$ cat src/rtl/cva6_cfg_descriptor_streamer.sv
// Streams a snapshot of the flattened configuration descriptor image over valid/ready,
// terminated by an XOR checksum beat. All stream outputs are registered.
module cva6_cfg_descriptor_streamer #(
    parameter int unsigned        NUM_WORDS = 16,
    parameter int unsigned        DATA_W    = 64,
    parameter logic [DATA_W-1:0]  CSUM_SEED = '0,
    localparam int unsigned       IDX_W     = $clog2(NUM_WORDS)
) (
    input  logic                        clk_i,
    input  logic                        rst_ni,
    input  logic [NUM_WORDS*DATA_W-1:0] cfg_words_i,
    input  logic                        start_i,
    input  logic [IDX_W-1:0]            start_idx_i,
    input  logic [IDX_W:0]              count_i,
    input  logic                        abort_i,
    output logic                        tvalid_o,
    input  logic                        tready_i,
    output logic [DATA_W-1:0]           tdata_o,
    output logic [IDX_W-1:0]            tidx_o,
    output logic                        tcsum_o,
    output logic                        tlast_o,
    output logic                        busy_o,
    output logic                        done_o,
    output logic                        aborted_o
);

    typedef enum logic [1:0] {
        ST_IDLE = 2'd0,
        ST_SEND = 2'd1,
        ST_CSUM = 2'd2
    } state_t;

    state_t                        r_state;
    logic [NUM_WORDS*DATA_W-1:0]   r_snap;
    logic [IDX_W-1:0]              r_idx;
    logic [IDX_W:0]                r_rem;
    logic [DATA_W-1:0]             r_acc;
    logic                          r_tvalid;
    logic [DATA_W-1:0]             r_tdata;
    logic [IDX_W-1:0]              r_tidx;
    logic                          r_tcsum;
    logic                          r_done;
    logic                          r_aborted;

    logic                          w_hs;
    logic [IDX_W:0]                w_count;
    logic [DATA_W-1:0]             w_start_word;
    logic [DATA_W-1:0]             w_snap_word;
    logic [DATA_W-1:0]             w_acc_next;

    assign w_hs         = r_tvalid & tready_i;
    assign w_count      = (count_i == '0) ? (IDX_W+1)'(NUM_WORDS) : count_i;
    assign w_start_word = cfg_words_i[start_idx_i*DATA_W +: DATA_W];
    assign w_snap_word  = r_snap[r_idx*DATA_W +: DATA_W];
    assign w_acc_next   = r_acc ^ r_tdata;

    // r_idx always points at the word following the one currently presented,
    // and r_rem counts the presented word too, so rem==1 marks the last data beat.
    always_ff @(posedge clk_i or negedge rst_ni) begin
        if (!rst_ni) begin
            r_state   <= ST_IDLE;
            r_snap    <= '0;
            r_idx     <= '0;
            r_rem     <= '0;
            r_acc     <= '0;
            r_tvalid  <= 1'b0;
            r_tdata   <= '0;
            r_tidx    <= '0;
            r_tcsum   <= 1'b0;
            r_done    <= 1'b0;
            r_aborted <= 1'b0;
        end else begin
            r_done    <= 1'b0;
            r_aborted <= 1'b0;
            unique case (r_state)
                ST_IDLE: begin
                    if (start_i && !abort_i) begin
                        r_snap   <= cfg_words_i;
                        r_idx    <= start_idx_i + 1'b1;
                        r_rem    <= w_count;
                        r_acc    <= CSUM_SEED;
                        r_tvalid <= 1'b1;
                        r_tdata  <= w_start_word;
                        r_tidx   <= start_idx_i;
                        r_tcsum  <= 1'b0;
                        r_state  <= ST_SEND;
                    end
                end
                ST_SEND: begin
                    if (abort_i) begin
                        r_tvalid  <= 1'b0;
                        r_tdata   <= '0;
                        r_tidx    <= '0;
                        r_tcsum   <= 1'b0;
                        r_aborted <= 1'b1;
                        r_state   <= ST_IDLE;
                    end else if (w_hs) begin
                        r_acc <= w_acc_next;
                        if (r_rem == (IDX_W+1)'(1)) begin
                            r_tdata <= w_acc_next;
                            r_tidx  <= '0;
                            r_tcsum <= 1'b1;
                            r_state <= ST_CSUM;
                        end else begin
                            r_tdata <= w_snap_word;
                            r_tidx  <= r_idx;
                            r_idx   <= r_idx + 1'b1;
                            r_rem   <= r_rem - 1'b1;
                        end
                    end
                end
                ST_CSUM: begin
                    if (abort_i || w_hs) begin
                        r_tvalid  <= 1'b0;
                        r_tdata   <= '0;
                        r_tidx    <= '0;
                        r_tcsum   <= 1'b0;
                        r_done    <= ~abort_i;
                        r_aborted <= abort_i;
                        r_state   <= ST_IDLE;
                    end
                end
                default: begin
                    r_tvalid <= 1'b0;
                    r_state  <= ST_IDLE;
                end
            endcase
        end
    end

    assign tvalid_o  = r_tvalid;
    assign tdata_o   = r_tdata;
    assign tidx_o    = r_tidx;
    assign tcsum_o   = r_tcsum;
    assign tlast_o   = r_tcsum;
    assign busy_o    = (r_state != ST_IDLE);
    assign done_o    = r_done;
    assign aborted_o = r_aborted;

endmodule
$ cat config.mk
export PLATFORM = sky130hd
export DESIGN_NAME = cva6_cfg_descriptor_streamer
export DESIGN_NICKNAME = d
export VERILOG_FILES = /design/src/rtl/cva6_cfg_descriptor_streamer.sv
export SDC_FILE = /design/constraint.sdc
export NUM_CORES = 2
export LEC_CHECK = 0
export CELL_PAD_IN_SITES_DETAIL_PLACEMENT = 1
export CELL_PAD_IN_SITES_GLOBAL_PLACEMENT = 2
export CORE_AREA = 2 2 431 433
export DETAILED_ROUTE_END_ITERATION = 6
export DIE_AREA = 0 0 433 435
export GPL_ROUTABILITY_DRIVEN = 0
export HOLD_SLACK_MARGIN = 0.05
export PLACE_DENSITY_LB_ADDON = 0.1
export RECOVER_POWER = 100
export SKIP_CTS_REPAIR_TIMING = 1
export SLEW_MARGIN = 20
export SYNTH_ARGS = -nofsm -noshare
export SYNTH_HDL_FRONTEND = slang
export SYNTH_SLANG_ARGS = --single-unit
$ cat constraint.sdc
create_clock -name clk_i -period 6.5 [get_ports clk_i]
set_input_delay 1.625 -clock clk_i [delete_from_list [all_inputs] [get_ports clk_i]]
set_output_delay 1.625 -clock clk_i [all_outputs]
set_load 0.01 [all_outputs]
### After elaboration in Yosys (flattened, before gate mapping)

Index checks and enable logic that the tools add are counted.

| operators by class | value |
|---|---|
| mux-type cells | 47 |
| eq/ne operators | 11 |
| shift-type cells | 2 |
| add/subtract/negate cells | 3 |
| bitwise operators | 3 |
| reductions and logical operators | 15 |

Operators by type and width:

| cell | count |
|---|---|
| $shiftx 1024x11->64 | 2 |
| $mux 64 | 8 |
| $pmux 64 s3 | 1 |
| $pmux 64 s2 | 1 |
| $xor 64x64->64 | 1 |
| $mux 4 | 9 |
| $mux 5 | 5 |
| $ne 2x2->1 const B | 6 |
| $pmux 4 s3 | 1 |
| $reduce_and 4->1 | 3 |
| $mux 1 | 11 |
| $mux 2 | 5 |
| $pmux 5 s2 | 1 |
| $reduce_and 5->1 | 2 |
| $add 4x1->4 const B | 2 |
| $pmux 4 s2 | 1 |
| $ne 3x3->1 const B | 2 |
| $pmux 1 s3 | 2 |
| $pmux 2 s3 | 1 |
| $eq 5x1->1 const B | 1 |
| $logic_not 5->1 | 1 |
| $sub 5x1->5 const B | 1 |
| $reduce_bool 2->1 | 2 |
| $reduce_and 3->1 | 1 |
| 11 further kinds | 11 |

| word-level totals | value |
|---|---|
| word-level logic and storage cells | 92 |
| output and inout port bits | 74 |
| input port bits | 1,038 |
| bits in registers | 1,171 |

### Depth between registers and ports, before layout

| logic depth | value |
|---|---|
| depth in word-level cells | 5 |
| gate-level depth with buffers | 10 |
| gate-level depth less buffers | 8 |

### Worst setup path after synthesis

Ideal clock, no wire load.

| timing | value |
|---|---|
| path type | in2reg |
| from | input start_idx_i[1] |
| to | register r_tdata[28] (netlist: tdata_o[28]) |
| data required time | 6,369 ps |
| arrival | 3,328 ps |
| path slack | 3,040 ps |
| library setup time | 131 ps |
| cell stages on the path | 8 |
| buffers on the path | 3 |
| cells stage by stage | buf_2 clkbuf_1 clkbuf_1 mux4_2 a22oi_1 o21ai_0 a2111oi_0 o21ai_1 |

| on the way | value |
|---|---|
| word-level cells in the longest chain between the ends | 3 |

RTL lines:

| what | line | text |
|---|---|---|
| start, declared | 13 | `input logic [IDX_W-1:0] start_idx_i,` |
| $shiftx 1024x11->64 | 53 | `assign w_start_word = cfg_words_i[start_idx_i*DATA_W +: DATA_W];` |
| $mux 64 | 77 | `if (start_i && !abort_i) begin` |
| $pmux 64 s3 | 75 | `unique case (r_state)` |
| end signal, assigned | 83 | `r_tdata <= w_start_word;` |
| end signal, assigned | 100 | `r_tdata <= w_acc_next;` |
| end signal, assigned | 105 | `r_tdata <= w_snap_word;` |
| end, declared | 39 | `logic [DATA_W-1:0] r_tdata;` |

No other way between the ends. The select of a mux whose other input is x is not followed.
A chain may end at the register's enable or synchronous reset.

### Worst setup path after layout

| timing | value |
|---|---|
| from | input abort_i |
| to | register r_snap[21] |

| on the way | value |
|---|---|
| word-level cells in the longest chain between the ends | 3 |

RTL lines:

| what | line | text |
|---|---|---|
| start, declared | 15 | `input logic abort_i,` |
| $logic_not 1->1 | 77 |  |
| $logic_and 1x1->1 | 77 |  |
| $reduce_and 2->1 (no line) | n/a |  |
| end signal, assigned | 78 | `r_snap <= cfg_words_i;` |
| end, declared | 34 | `logic [NUM_WORDS*DATA_W-1:0] r_snap;` |

No other way between the ends.

==> flow_summary_export.csv <==
group,metric,value,unit
synth,yosysWarnings,0,
synth,synth_ff_type,"dfrtp_1",
worst_setup_path,arrival,5.58,ns
clocking,clock_latency,0.80,ns
grt,antenna_found_initial,115,
worst_setup_path,crit_path_end_kind,"flop",
synth,yosys.cell_types.count,56,
grt,grt_use_total,0.263,
timing,min_period_over_period,0.754,
synth,synth_edf_count,0,
synth,async_reset_ff_frac,1.00,
synth,ys_top_cells_by_area,"dfrtp_1, mux4_2, mux2_2, mux2_1, mux2i_1",
timing,final_hold_viol_count,0,
power_and_ir_drop,vdd_ir_drop_max,0.340,mV
route,viasPerCell,5.55,
placed_design,place_hpwl,176000,um
power_and_ir_drop,power.density,434,nW/um^2
synth,synth_top_area_cell,"dfrtp_1",
floorplan,dieArea,188000,um^2
synth,yosys-top-cells-count,"dfrtp_1, mux2_2, mux4_2, mux2_1, buf_2",
power_and_ir_drop,p_leak,31.8,nW
placed_design,dpl_cell_area,74900,um^2
clocking,clkSinkCount,1171,
timing,slew_viol_final,255,
route,first_iter_violations,2422,
timing,min_period,4.90,ns
placed_design,io_buffers,1111,
synth,ys_ff_latch,1171,
timing,rsz0062_at_grt,"false",
clocking,htreeDepth,4,
route,vias,43500,
flow_run,maxCapViolations,5,
worst_setup_path,slowest_delay,1.67,ns
clocking,clk_pin_slew_worst_paths,0.06,ns
grt,grt_overflow_total,0,
timing,setup-violations-final,0,
final_layout,syn_to_final_growth,30.5,%
power_and_ir_drop,power.switching,0.0114,W
grt,grt_max_degree,155,
worst_setup_path,slowest_stage,"or3_1",
timing,worst_pin_slew,4.13,ns
final_layout,ff_latch_area,29300,um^2
timing,whs,0.484,ns
synth,synth_top_area_share,0.479,
synth,syn-num-nets,5263,
synth,synth_area,61100,um^2
route,wirelength,249000,um
route,antenna_left,0,
worst_setup_path,crit_family,"buffers and inverters",
clocking,cts_buffer_depth,3,
final_layout,final_layout_size_suffix_gt1_frac,0.275,
final_layout,multi_input_area,30200,um^2
outcome,violations,"capacitance limit, slew limit",
worst_setup_path,cp_num_cells,4,
worst_setup_path,path_class,"input port to flop",
worst_setup_path,reg2reg_depth,7,
floorplan,ios,1112,
worst_setup_path,path_max_fanout,29,
final_layout,final_cell_area,79800,um^2
clocking,clockRootBuffer,"clkbuf_16",
floorplan,die_h,435,um
power_and_ir_drop,seq_power_share,0.382,
grt,grt_pass1_vias,47800,
synth,syn_area_per_cell,14.5,um^2
worst_setup_path,path_buf_inv,2,
power_and_ir_drop,clkPwrFrac,0.241,
synth,synthesis.instances,4218,
route,route.detailed.drc,0,
timing,relSlewSlack,-1.76,
power_and_ir_drop,p_int,0.0232,W
floorplan,die_w,433,um
worst_setup_path,crit_required,7.18,ns
route,drt-wirelength-per-cell,31.8,um
timing,max_freq,204,MHz
power_and_ir_drop,fin_total_pwr,0.0346,W
timing,finalSetupTns,0,ns
grt,grt_pass1_wl,357000,um
min_path,whs_path_depth,2,
synth,synth.most_common_cell,"dfrtp_1",
floorplan,num_rows,158,
power_and_ir_drop,comb_power_share,0.377,
timing,skew,0.0333,ns
min_path,hp-class,"flop to flop",
worst_setup_path,start_kind,"input port",
power_and_ir_drop,swShare,0.330,
clocking,cts_tree,"built",
final_layout,fillers,18500,
floorplan,core_region_area,184000,um^2
outcome,status,"complete, but fails checks",
route,drt_pass1_iterations,5,
final_layout,fin_nets,6244,
synth,ys_seq_area_frac,0.479,
worst_setup_path,path_cells,"dlygate4sd3_1 > or3_1 > clkbuf_1 > mux2_2",
clocking,cts_buffers,147,
floorplan,start_util,0.332,
-- per-stage QoR --
step,worst slack (ns),utilization,instances
final,1.60,0.433,7839
after CTS,2.40,0.433,7792
after floorplan,3.04,-,4218
after global placement,1.92,0.407,7530
after detailed placement,1.91,0.407,7530
after global routing,1.31,0.433,7834
-- registers in the layout (all words and copies together), names as in the netlist --
| signal | cells |
|---|---|
| r_snap | 1024 |
| r_acc | 64 |
| tdata_o | 64 |
| r_rem | 5 |
| r_idx | 4 |
| tidx_o | 4 |
| r_state | 2 |
| aborted_o | 1 |
| done_o | 1 |
| tcsum_o | 1 |
| tvalid_o | 1 |
-- power by group through the flow --
| stage | clock network (W) | registers (W) | logic [W] |
|---|---|---|---|
| 6_report | 0.00833 | 0.0132 | 0.0130 |
| 5_1_grt | 0.00883 | 0.0137 | 0.0141 |
| 4_1_cts | 0.00855 | 0.0132 | 0.0133 |
| 3_5_place_dp | 0 | 0.0133 | 0.0133 |
| 3_3_place_gp | 0 | 0.0131 | 0.0131 |
| 2_1_floorplan | 0 | 0.0124 | 0.00916 |
-- worst min-delay path: stages, from the launching register on --
cell,delay [ns]
dfrtp_1,0.34
nand2_1,0.05
o21ai_0,0.06
-- path summary, 6_finish.rpt --
check	startpoint	end	slack (ns)
setup / recovery	abort_i	r_snap[21]$_DFFE_PN0P_	1.60
hold / removal	tidx_o[0]$_DFFE_PN0P_	tidx_o[0]$_DFFE_PN0P_	0.48
setup reg to reg	r_state[1]$_DFFE_PN0P_	r_idx[2]$_DFFE_PN0P_	2.11
hold reg to reg	tidx_o[0]$_DFFE_PN0P_	tidx_o[0]$_DFFE_PN0P_	0.48
max in group asynchronous	rst_ni	tdata_o[55]$_DFFE_PN0P_	1.85
min in group asynchronous	rst_ni	r_snap[930]$_DFFE_PN0P_	2.15
-- logic make-up (layout without fill, tap and decap cells) --
logic type                 after synthesis  count (layout)  share of synthesized area
DFF                                   1171            1171                      0.479
and+or+nand+nor                        429             429                     0.0376
muxes                                 1660            1660                      0.387
buffers and inverters                  371            1465                     0.0278
xor gates and xnor gates                23              23                    0.00330
adders and majority gates                7               7                    0.00143
other                                    0              47                          0
AOI/OAI and AO/OA                      557             557                     0.0635
-- routing by layer --
layer  vias to the layer above  global-route usage  wire [um]
met5                         -                   0        243
met4                        38               0.108       9620
met3                       437              0.0449      10400
met2                      1168               0.450     127000
met1                     23500               0.327     102000
li1                      18300                   -          -
-- area by class of cell --
class | count | area share
Antenna cell | 47 | 0.00147
Clock buffer | 230 | 0.0562
Clock inverter | 32 | 0.00449
Inverter | 12 | 0.000565
Multi-Input combinational cell | 2676 | 0.379
Sequential cell | 1171 | 0.367
Tap cell | 2480 | 0.0389
Timing Repair Buffer | 1191 | 0.152
-- placed cells by master (no fill, tap or decap), drive strengths merged, types with 24 or more instances in the layout --
cell type / synthesis / final
a21oi: 38 / 38
o21ai: 179 / 179
nand2: 155 / 155
clkdlybuf4s50: 0 / 1031
mux2: 1038 / 1038
a22oi: 64 / 64
a32oi: 35 / 35
nor2b: 67 / 67
clkbuf: 150 / 238
mux4: 459 / 459
a31oi: 24 / 24
a221oi: 43 / 43
dfrtp: 1171 / 1171
nand4: 32 / 32
buf: 209 / 77
or2: 34 / 34
nor3b: 68 / 68
a22o: 96 / 96
diode: 0 / 47
mux2i: 163 / 163
dlygate4sd3: 0 / 75
nor2: 39 / 39
Note: power is estimated with default switching activity, not from simulation.
